## config.mk

```make
export PLATFORM = sky130hd
export DESIGN_NAME = alu_op_sequencer
export DESIGN_NICKNAME = d
export VERILOG_FILES = /design/src/rtl/alu_op_sequencer.sv
export SDC_FILE = /design/constraint.sdc
export NUM_CORES = 1
export LEC_CHECK = 0
export ABC_AREA = 1
export CAP_MARGIN = 20
export CORE_MARGIN = 2
export CORE_UTILIZATION = 45
export DETAILED_ROUTE_END_ITERATION = 10
export PLACE_DENSITY_LB_ADDON = 0.3
export RECOVER_POWER = 50
export SLEW_MARGIN = 20
export SYNTH_ARGS = -nofsm -noshare
export SYNTH_HDL_FRONTEND = slang
export SYNTH_SLANG_ARGS = --single-unit
export TNS_END_PERCENT = 5
```

## constraint.sdc

```tcl
create_clock -name clk -period 4.2 [get_ports clk]
set_input_delay 1.05 -clock clk [delete_from_list [all_inputs] [get_ports clk]]
set_output_delay 1.05 -clock clk [all_outputs]
set_load 0.02 [all_outputs]
```

## src/rtl/alu_op_sequencer.sv

```systemverilog
// Three-state command sequencer that drives an external combinational ALU and
// writes results back into a private four-entry register file.
module alu_op_sequencer (
  input  logic       clk,
  input  logic       reset,
  input  logic       cmd_valid,
  output logic       cmd_ready,
  input  logic [1:0] cmd_op,
  input  logic [3:0] cmd_func,
  input  logic [1:0] cmd_src_a,
  input  logic [1:0] cmd_src_b,
  input  logic [1:0] cmd_dst,
  input  logic [7:0] cmd_imm,
  output logic [7:0] alu_A,
  output logic [7:0] alu_B,
  output logic [3:0] alu_F,
  input  logic [7:0] alu_C,
  input  logic [1:0] alu_flags,
  output logic       done,
  output logic [7:0] result,
  output logic [1:0] status_flags,
  output logic       err
);

  localparam logic [1:0] OpAlu = 2'b00;
  localparam logic [1:0] OpLdi = 2'b01;

  typedef enum logic [1:0] {StIdle, StIssue, StDone} state_e;

  state_e     state_q;
  logic [7:0] regs_q [4];
  logic [1:0] op_q;
  logic [3:0] func_q;
  logic [1:0] dst_q;
  logic [7:0] imm_q;
  logic [7:0] op_a_q;
  logic [7:0] op_b_q;
  logic [7:0] result_q;
  logic [1:0] flags_q;
  logic       done_q;
  logic       err_q;

  always_ff @(posedge clk) begin
    if (reset) begin
      state_q  <= StIdle;
      for (int i = 0; i < 4; i++) regs_q[i] <= '0;
      op_q     <= '0;
      func_q   <= '0;
      dst_q    <= '0;
      imm_q    <= '0;
      op_a_q   <= '0;
      op_b_q   <= '0;
      result_q <= '0;
      flags_q  <= '0;
      done_q   <= 1'b0;
      err_q    <= 1'b0;
    end else begin
      done_q <= 1'b0;
      err_q  <= 1'b0;
      case (state_q)
        StIdle: begin
          if (cmd_valid) begin
            // Operands are snapshotted here so a dst that aliases a source
            // still feeds the pre-write value to the ALU.
            op_q    <= cmd_op;
            func_q  <= cmd_func;
            dst_q   <= cmd_dst;
            imm_q   <= cmd_imm;
            op_a_q  <= regs_q[cmd_src_a];
            op_b_q  <= regs_q[cmd_src_b];
            state_q <= StIssue;
          end
        end
        StIssue: begin
          case (op_q)
            OpAlu: begin
              regs_q[dst_q] <= alu_C;
              result_q      <= alu_C;
              flags_q       <= alu_flags;
            end
            OpLdi: begin
              regs_q[dst_q] <= imm_q;
              result_q      <= imm_q;
            end
            default: err_q <= 1'b1;
          endcase
          done_q  <= 1'b1;
          state_q <= StDone;
        end
        StDone:  state_q <= StIdle;
        default: state_q <= StIdle;
      endcase
    end
  end

  logic issue;
  assign issue = (state_q == StIssue);

  assign cmd_ready    = (state_q == StIdle);
  assign alu_A        = issue ? op_a_q : 8'h00;
  assign alu_B        = issue ? op_b_q : 8'h00;
  assign alu_F        = issue ? func_q : 4'h0;
  assign done         = done_q;
  assign err          = err_q;
  assign result       = result_q;
  assign status_flags = flags_q;

endmodule

```

==> flow_summary_export.csv, run 1 <==
group,metric,value,unit
status,status,"finished, final reports clean",
placed_design,io_buffers,65,
clock_network,cts_buffers,9,
worst_setup_path,path_cells,"dlygate4sd3_1 -> nand2_1 -> inv_1 -> a21oi_1",
placed_design,placed_cell_area,4380,um2
logic_synthesis,synth-adder-area-share,0,%
clock_network,post_cts_buffers,0,
sta,finClkSkew,0.00754,ns
worst_setup_path,path_max_fanout,50,
logic_synthesis,syn_inst,490,
sta,tns,0,ns
logic_synthesis,avgSynthCellArea,7.61,um2
detailed_routing,ant_nets,0,
logic_synthesis,async_reset_ff_share,0,%
clock_network,h-tree-depth,3,
sta,fmax,307,MHz
clock_network,clk_pin_slew,0.07,ns
grt,gr-total-overflow,0,
sta,setup_viol,0,
logic_synthesis,synth-main-ff-cell,"dfxtp_1",
final_layout,fin_cells,653,
floorplanning,core_area,8130,um2
logic_synthesis,synth_edf_count,32,
logic_synthesis,synth_top_area_cell,"edfxtp_1",
final_layout,diodes,0,
placed_design,numPlacedInstances,637,
worst_setup_path,ff2ff_setup_slack,1.68,ns
clock_network,cts_root_buf,"clkbuf_8",
logic_synthesis,synth_compound_area_share,8.72,%
grt,grt_max_degree,52,
logic_synthesis,synthXorXnorAreaFrac,0,%
clock_network,hold_buffers,0,
worst_setup_path,startpoint_type,"input port",
detailed_routing,drt_pre_antenna_iters,5,
logic_synthesis,ys.warnings.count,0,
worst_setup_path,crit_arrival,3.52,ns
detailed_routing,wl_met3,415,um
detailed_routing,wl,8690,um
detailed_routing,routedWlPerCell,13.3,um
pwr,p_per_area,366,nW/um2
min_path,min_path_type,"reg2reg",
sta,rsz0062_at_grt,"false",
grt,grt_pass1_wl,14600,um
pwr,vdd_drop_max,0.188,mV
placed_design,gp_congestion,0.857,
clock_network,clock_latency,0.34,ns
logic_synthesis,seq_area_frac_synth,50.4,%
worst_setup_path,cp-end-kind,"flip-flop",
pwr,power.internal,1.22,mW
pwr,seqPwrFrac,52.0,%
placed_design,hpwl,6340,um
floorplanning,ioPinCount,66,
detailed_routing,drt_iter0_drc,180,
sta,min_period,3.26,ns
final_layout,finalNetCount,576,
pwr,p_leak,1.96,nW
grt,grt_pass1_vias,3045,
clock_network,cts.sinks,78,
detailed_routing,dr.max_layer_used,"met4",
job,drv_cap,0,
final_layout,drive_above_1_share,4.93,%
sta,slew_headroom,2.57,%
worst_setup_path,crit_end,"op_b_q[3]",
pwr,p_clk_share,32.6,%
final_layout,fin_util,55.9,%
logic_synthesis,netlist_area,3730,um2
detailed_routing,met2_length,4240,um
floorplanning,num_rows,33,
pwr,p_sw_share,26.5,%
floorplanning,fp.dieArea,9040,um2
floorplanning,initial_core_util,45.9,%
detailed_routing,vias,3226,
logic_synthesis,yosys.area_share.simple,32.3,%
logic_synthesis,synth.mux.area_fraction,0,%
pwr,switchingPower,0.441,mW
grt,antenna_found_initial,0,
worst_setup_path,reg2reg_depth,4,
logic_synthesis,syn_nets,523,
worst_setup_path,r2r_end,"op_b_q[3]",
final_layout,areaGrowthSynthToFinish,22.0,%
sta,hold_violations,0,
worst_setup_path,critPathRequiredTime,4.46,ns
worst_setup_path,worstSetupPathType,"in2reg",
grt,globalRouteTotalUtil,20.9,%
pwr,combPwrFrac,15.4,%
sta,fin_crit_sh,77.6,%
detailed_routing,vias_per_cell,4.94,
worst_setup_path,r2r_start,"state_q[1]",
sta,slew_viol_final,0,
logic_synthesis,synth_commonest_cells,"nand2_1, nor2_1, dfxtp_1, inv_1, nand3_1",
worst_setup_path,critPathLaunch,"cmd_valid",
sta,worstMarginPinSlew,1.46,ns
logic_synthesis,synth_most_common_cell,"nand2_1",
clock_network,cts_buffer_depth,2,
worst_setup_path,critPathMaxStageDelay,1.05,ns
clock_network,cts.repair.resized,0,
final_layout,fin_area,4550,um2
logic_synthesis,yosys-top-cells-area,"edfxtp_1, dfxtp_1, nand2_1",
clock_network,cts_tree,"done",
logic_synthesis,netlist.area_leader.share,25.8,%
floorplanning,die_x,95.1,um
detailed_routing,drt-met1-wl,3820,um
logic_synthesis,synth_cell_types,22,
detailed_routing,drc,0,
worst_setup_path,cp_slowest_cell,"nand2_1",
logic_synthesis,synth_top_family_by_area,"simple AND/OR/NAND/NOR gates",
logic_synthesis,ys_ff_latch,78,
floorplanning,fp.dieH,95.1,um
area by class of cell:
class,instances,area (um2)
Clock inverter,4,46.3
Fill cell,773,3580
Tap cell,105,131
Multi-Input combinational cell,339,1510
Sequential cell,78,1880
Timing Repair Buffer,65,651
Inverter,50,188
Clock buffer,12,145
per-stage QoR:
step / hold WS (ns) / setup WS, ns / total power [mW]
after floorplan: 0.430 / 2.09 / 1.05
after global placement: 0.442 / 0.931 / 1.14
after detailed placement: 0.447 / 0.863 / 1.15
after CTS: 0.457 / 1.22 / 1.68
after global routing: 0.476 / 0.566 / 1.75
final: 0.458 / 0.940 / 1.67
cell families after synthesis:
kind of cell / Yosys count
flops: 78
buf+inv: 73
compound gates: 65
simple gates: 274
worst max-delay path: cells and delay by family:
kind / cells / cell delay (ns)
simple gates: 1 / 1.05
compound gates: 1 / 0.29
buf+inv: 2 / 1.13
cells in the final DEF (no fill, tap or decap), drive strengths merged:
| cell type | netlist | routed |
|---|---|---|
| a21oi | 40 | 40 |
| bufinv | 0 | 1 |
| clkbuf | 5 | 12 |
| clkdlybuf4s50 | 0 | 50 |
| clkinv | 0 | 2 |
| dfxtp | 46 | 46 |
| dlygate4sd3 | 0 | 15 |
| edfxtp | 32 | 32 |
| inv | 50 | 51 |
| nand2 | 155 | 155 |
| nand3 | 43 | 43 |
| nand4 | 3 | 3 |
| nor2 | 72 | 72 |
| nor3 | 1 | 1 |
| o21ai | 25 | 25 |
power groups by stage:
| stage | Combinational, mW | Sequential (mW) | Clock (mW) |
|---|---|---|---|
| after global routing | 0.290 | 0.870 | 0.588 |
| after global placement | 0.259 | 0.881 | 0 |
| final | 0.257 | 0.866 | 0.543 |
| after detailed placement | 0.262 | 0.883 | 0 |
| after floorplan | 0.169 | 0.882 | 0 |
| after CTS | 0.264 | 0.866 | 0.553 |
state kept, by name (all words and copies together) (netlist names):
register and flops:
done 1, dst_q 2, err 1, func_q 4, imm_q 8, op_a_q 8, op_b_q 8, op_q 2
regs_q 32, result 8, state_q 2, status_flags 2
how the worst min path moves through the flow:
| stage | from | endpoint | slack (ns) | depth (start not counted) |
|---|---|---|---|---|
| final | func_q[2] | func_q[2] | 0.46 | 2 |
| after global routing | func_q[1] | func_q[1] | 0.48 | 2 |
| after CTS | func_q[2] | func_q[2] | 0.46 | 2 |
| after detailed placement | func_q[2] | func_q[2] | 0.45 | 2 |
| after global placement | func_q[3] | func_q[3] | 0.44 | 2 |
| after floorplan | func_q[2] | func_q[2] | 0.43 | 2 |
routing by layer:
layer	GRT usage [%]	up-vias
li1	-	1655
met1	26.4	1462
met2	35.2	92
met3	4.74	17
met4	7.61	0
met5	0	-
No activity file was read; power rests on OpenSTA's default activity.
==> inputs of run 2 (changes only) <==
==> constraint.sdc (replaced) <==
create_clock -name clk -period 2.7 [get_ports clk]
set_input_delay 0.675 -clock clk [delete_from_list [all_inputs] [get_ports clk]]
set_output_delay 0.675 -clock clk [all_outputs]
set_load 0.02 [all_outputs]
==> run 2 against run 1 <==
- sequential power is 55% higher
- non-clock buffer count is 7 higher
- register-to-register slack worse by 1.2 ns
- combinational power is 58% higher
- sequential cell count stayed put
- clock power is 69% higher
- highest routed layer unchanged
- count of clock-buffer cells in the layout is 1 higher
- setup slack worse by 0.66 ns
==> flow_summary_export.csv, run 2 (synthesis results as in run 1) <==
group,metric,value,unit
sta,min_period,2.42,ns
clock_network,post_cts_buffers,0,
placed_design,gp_congestion,0.910,
placed_design,hpwl,6470,um
detailed_routing,vias,3259,
floorplanning,initial_core_util,45.9,%
grt,globalRouteTotalUtil,20.8,%
grt,antenna_found_initial,0,
placed_design,numPlacedInstances,644,
floorplanning,core_area,8130,um2
final_layout,diodes,0,
final_layout,ff_latch_area,1880,um2
placed_design,dp_slack,0.297,ns
clock_network,hold_buffers,0,
placed_design,io_buffers,65,
worst_setup_path,cp_slowest_cell,"clkdlybuf4s50_1",
worst_setup_path,worstSetupPathType,"reg2out",
worst_setup_path,crit_family,"buffers and inverters",
sta,tns,0,ns
sta,worstMarginPinSlew,1.07,ns
final_layout,fin_cells,660,
grt,grt_pass1_wl,14600,um
worst_setup_path,startpoint_type,"flip-flop",
floorplanning,fp.dieH,95.1,um
sta,slew_viol_final,0,
detailed_routing,drc,0,
sta,fmax,413,MHz
sta,fin_hold_ws,0.454,ns
clock_network,clk_pin_slew,0.07,ns
worst_setup_path,path_buf_inv,1,
final_layout,fin_util,56.8,%
sta,setup_viol,0,
final_layout,fillCellCount,782,
clock_network,cts_tree,"done",
final_layout,areaGrowthSynthToFinish,23.8,%
detailed_routing,vias_per_cell,4.94,
final_layout,final_common_cell,"nand2_1",
sta,worst_slack,0.279,ns
floorplanning,fp.dieArea,9040,um2
min_path,min_path_cells,2,
clock_network,cts_buffers,9,
detailed_routing,wl,8760,um
worst_setup_path,path_max_fanout,24,
pwr,p_per_area,577,nW/um2
detailed_routing,drt_pre_antenna_iters,4,
floorplanning,die_x,95.1,um
clock_network,clock_latency,0.34,ns
final_layout,top_register,"regs_q",
final_layout,fin_area,4620,um2
worst_setup_path,critPathMaxStageDelay,0.63,ns
grt,grt_pass1_vias,3167,
floorplanning,ioPinCount,66,
pwr,power.total,2.67,mW
worst_setup_path,reg2reg_depth,4,
sta,slew_headroom,28.5,%
detailed_routing,ant_nets,0,
job,drv_cap,0,
sta,rsz0062_at_grt,"false",
clock_network,cts_buffer_depth,2,
status,status,"finished, final reports clean",
clock_network,cts.sinks,78,
clock_network,cts.repair.resized,0,
detailed_routing,routedWlPerCell,13.3,um
sta,hold_violations,0,
pwr,vdd_drop_max,0.331,mV
worst_setup_path,critPathRequiredTime,2.03,ns
pwr,p_leak,2.00,nW
worst_setup_path,cp.depth,3,
placed_design,placed_cell_area,4430,um2
detailed_routing,drt_iter0_drc,159,
worst_setup_path,cp-end-kind,"output pin",
final_layout,finalNetCount,583,
sta,fin_crit_sh,89.7,%
final_layout,drive_above_1_share,6.13,%
worst_setup_path,crit_arrival,1.75,ns
sta,finClkSkew,0.00716,ns
clock_network,h-tree-depth,3,
clock_network,cts_root_buf,"clkbuf_8",
min_path,min_path_type,"reg2reg",
final_layout,largest_reg_flops,32,
worst_setup_path,path_cells,"nand2_4 -> nor2_1 -> clkdlybuf4s50_1",
grt,gr-total-overflow,0,
final_layout,multi_input_area,1510,um2
floorplanning,num_rows,33,
grt,grt_max_degree,43,
final_layout,most-common-layout-cells,"nand2_1, nor2_1, clkdlybuf4s50_1",
run 2: area by class of cell:
class	count	area share, %
Sequential cell	78	40.7
Multi-Input combinational cell	339	32.7
Timing Repair Buffer	72	15.1
Inverter	50	4.06
Clock buffer	13	3.68
Tap cell	105	2.84
Clock inverter	3	0.867
run 2: power breakdown:
part | total, mW | switching, mW | internal (mW)
registers | 1.34 | 0.0409 | 1.30
logic | 0.406 | 0.251 | 0.155
clock network | 0.917 | 0.410 | 0.507
run 2: path summary, 6_finish.rpt:
| path | startpoint | slack (ns) | to |
|---|---|---|---|
| max | state_q[0] | 0.28 | alu_B[7] |
| min | func_q[0] | 0.45 | func_q[0] |
| max reg2reg | state_q[0] | 0.46 | regs_q[3][7] |
| min reg2reg | func_q[0] | 0.45 | func_q[0] |
run 2: routing by layer:
layer / track usage [%] / wire, um / part of all wire [%] / vias to the layer above
li1: - / - / - / 1674
met1: 25.7 / 3800 / 43 / 1456
met2: 36.2 / 4340 / 49 / 118
met3: 3.08 / 496 / 5.7 / 11
met4: 9.06 / 129 / 1.5 / 0
met5: 0 / 0 / 0 / -
run 2: worst reg2reg max path, stage by stage, from the launching register on:
cell and delay, ns:
dfxtp_1 0.40, inv_1 0.06, nor2_1 0.22, nand2_1 0.29, o21ai_0 0.88
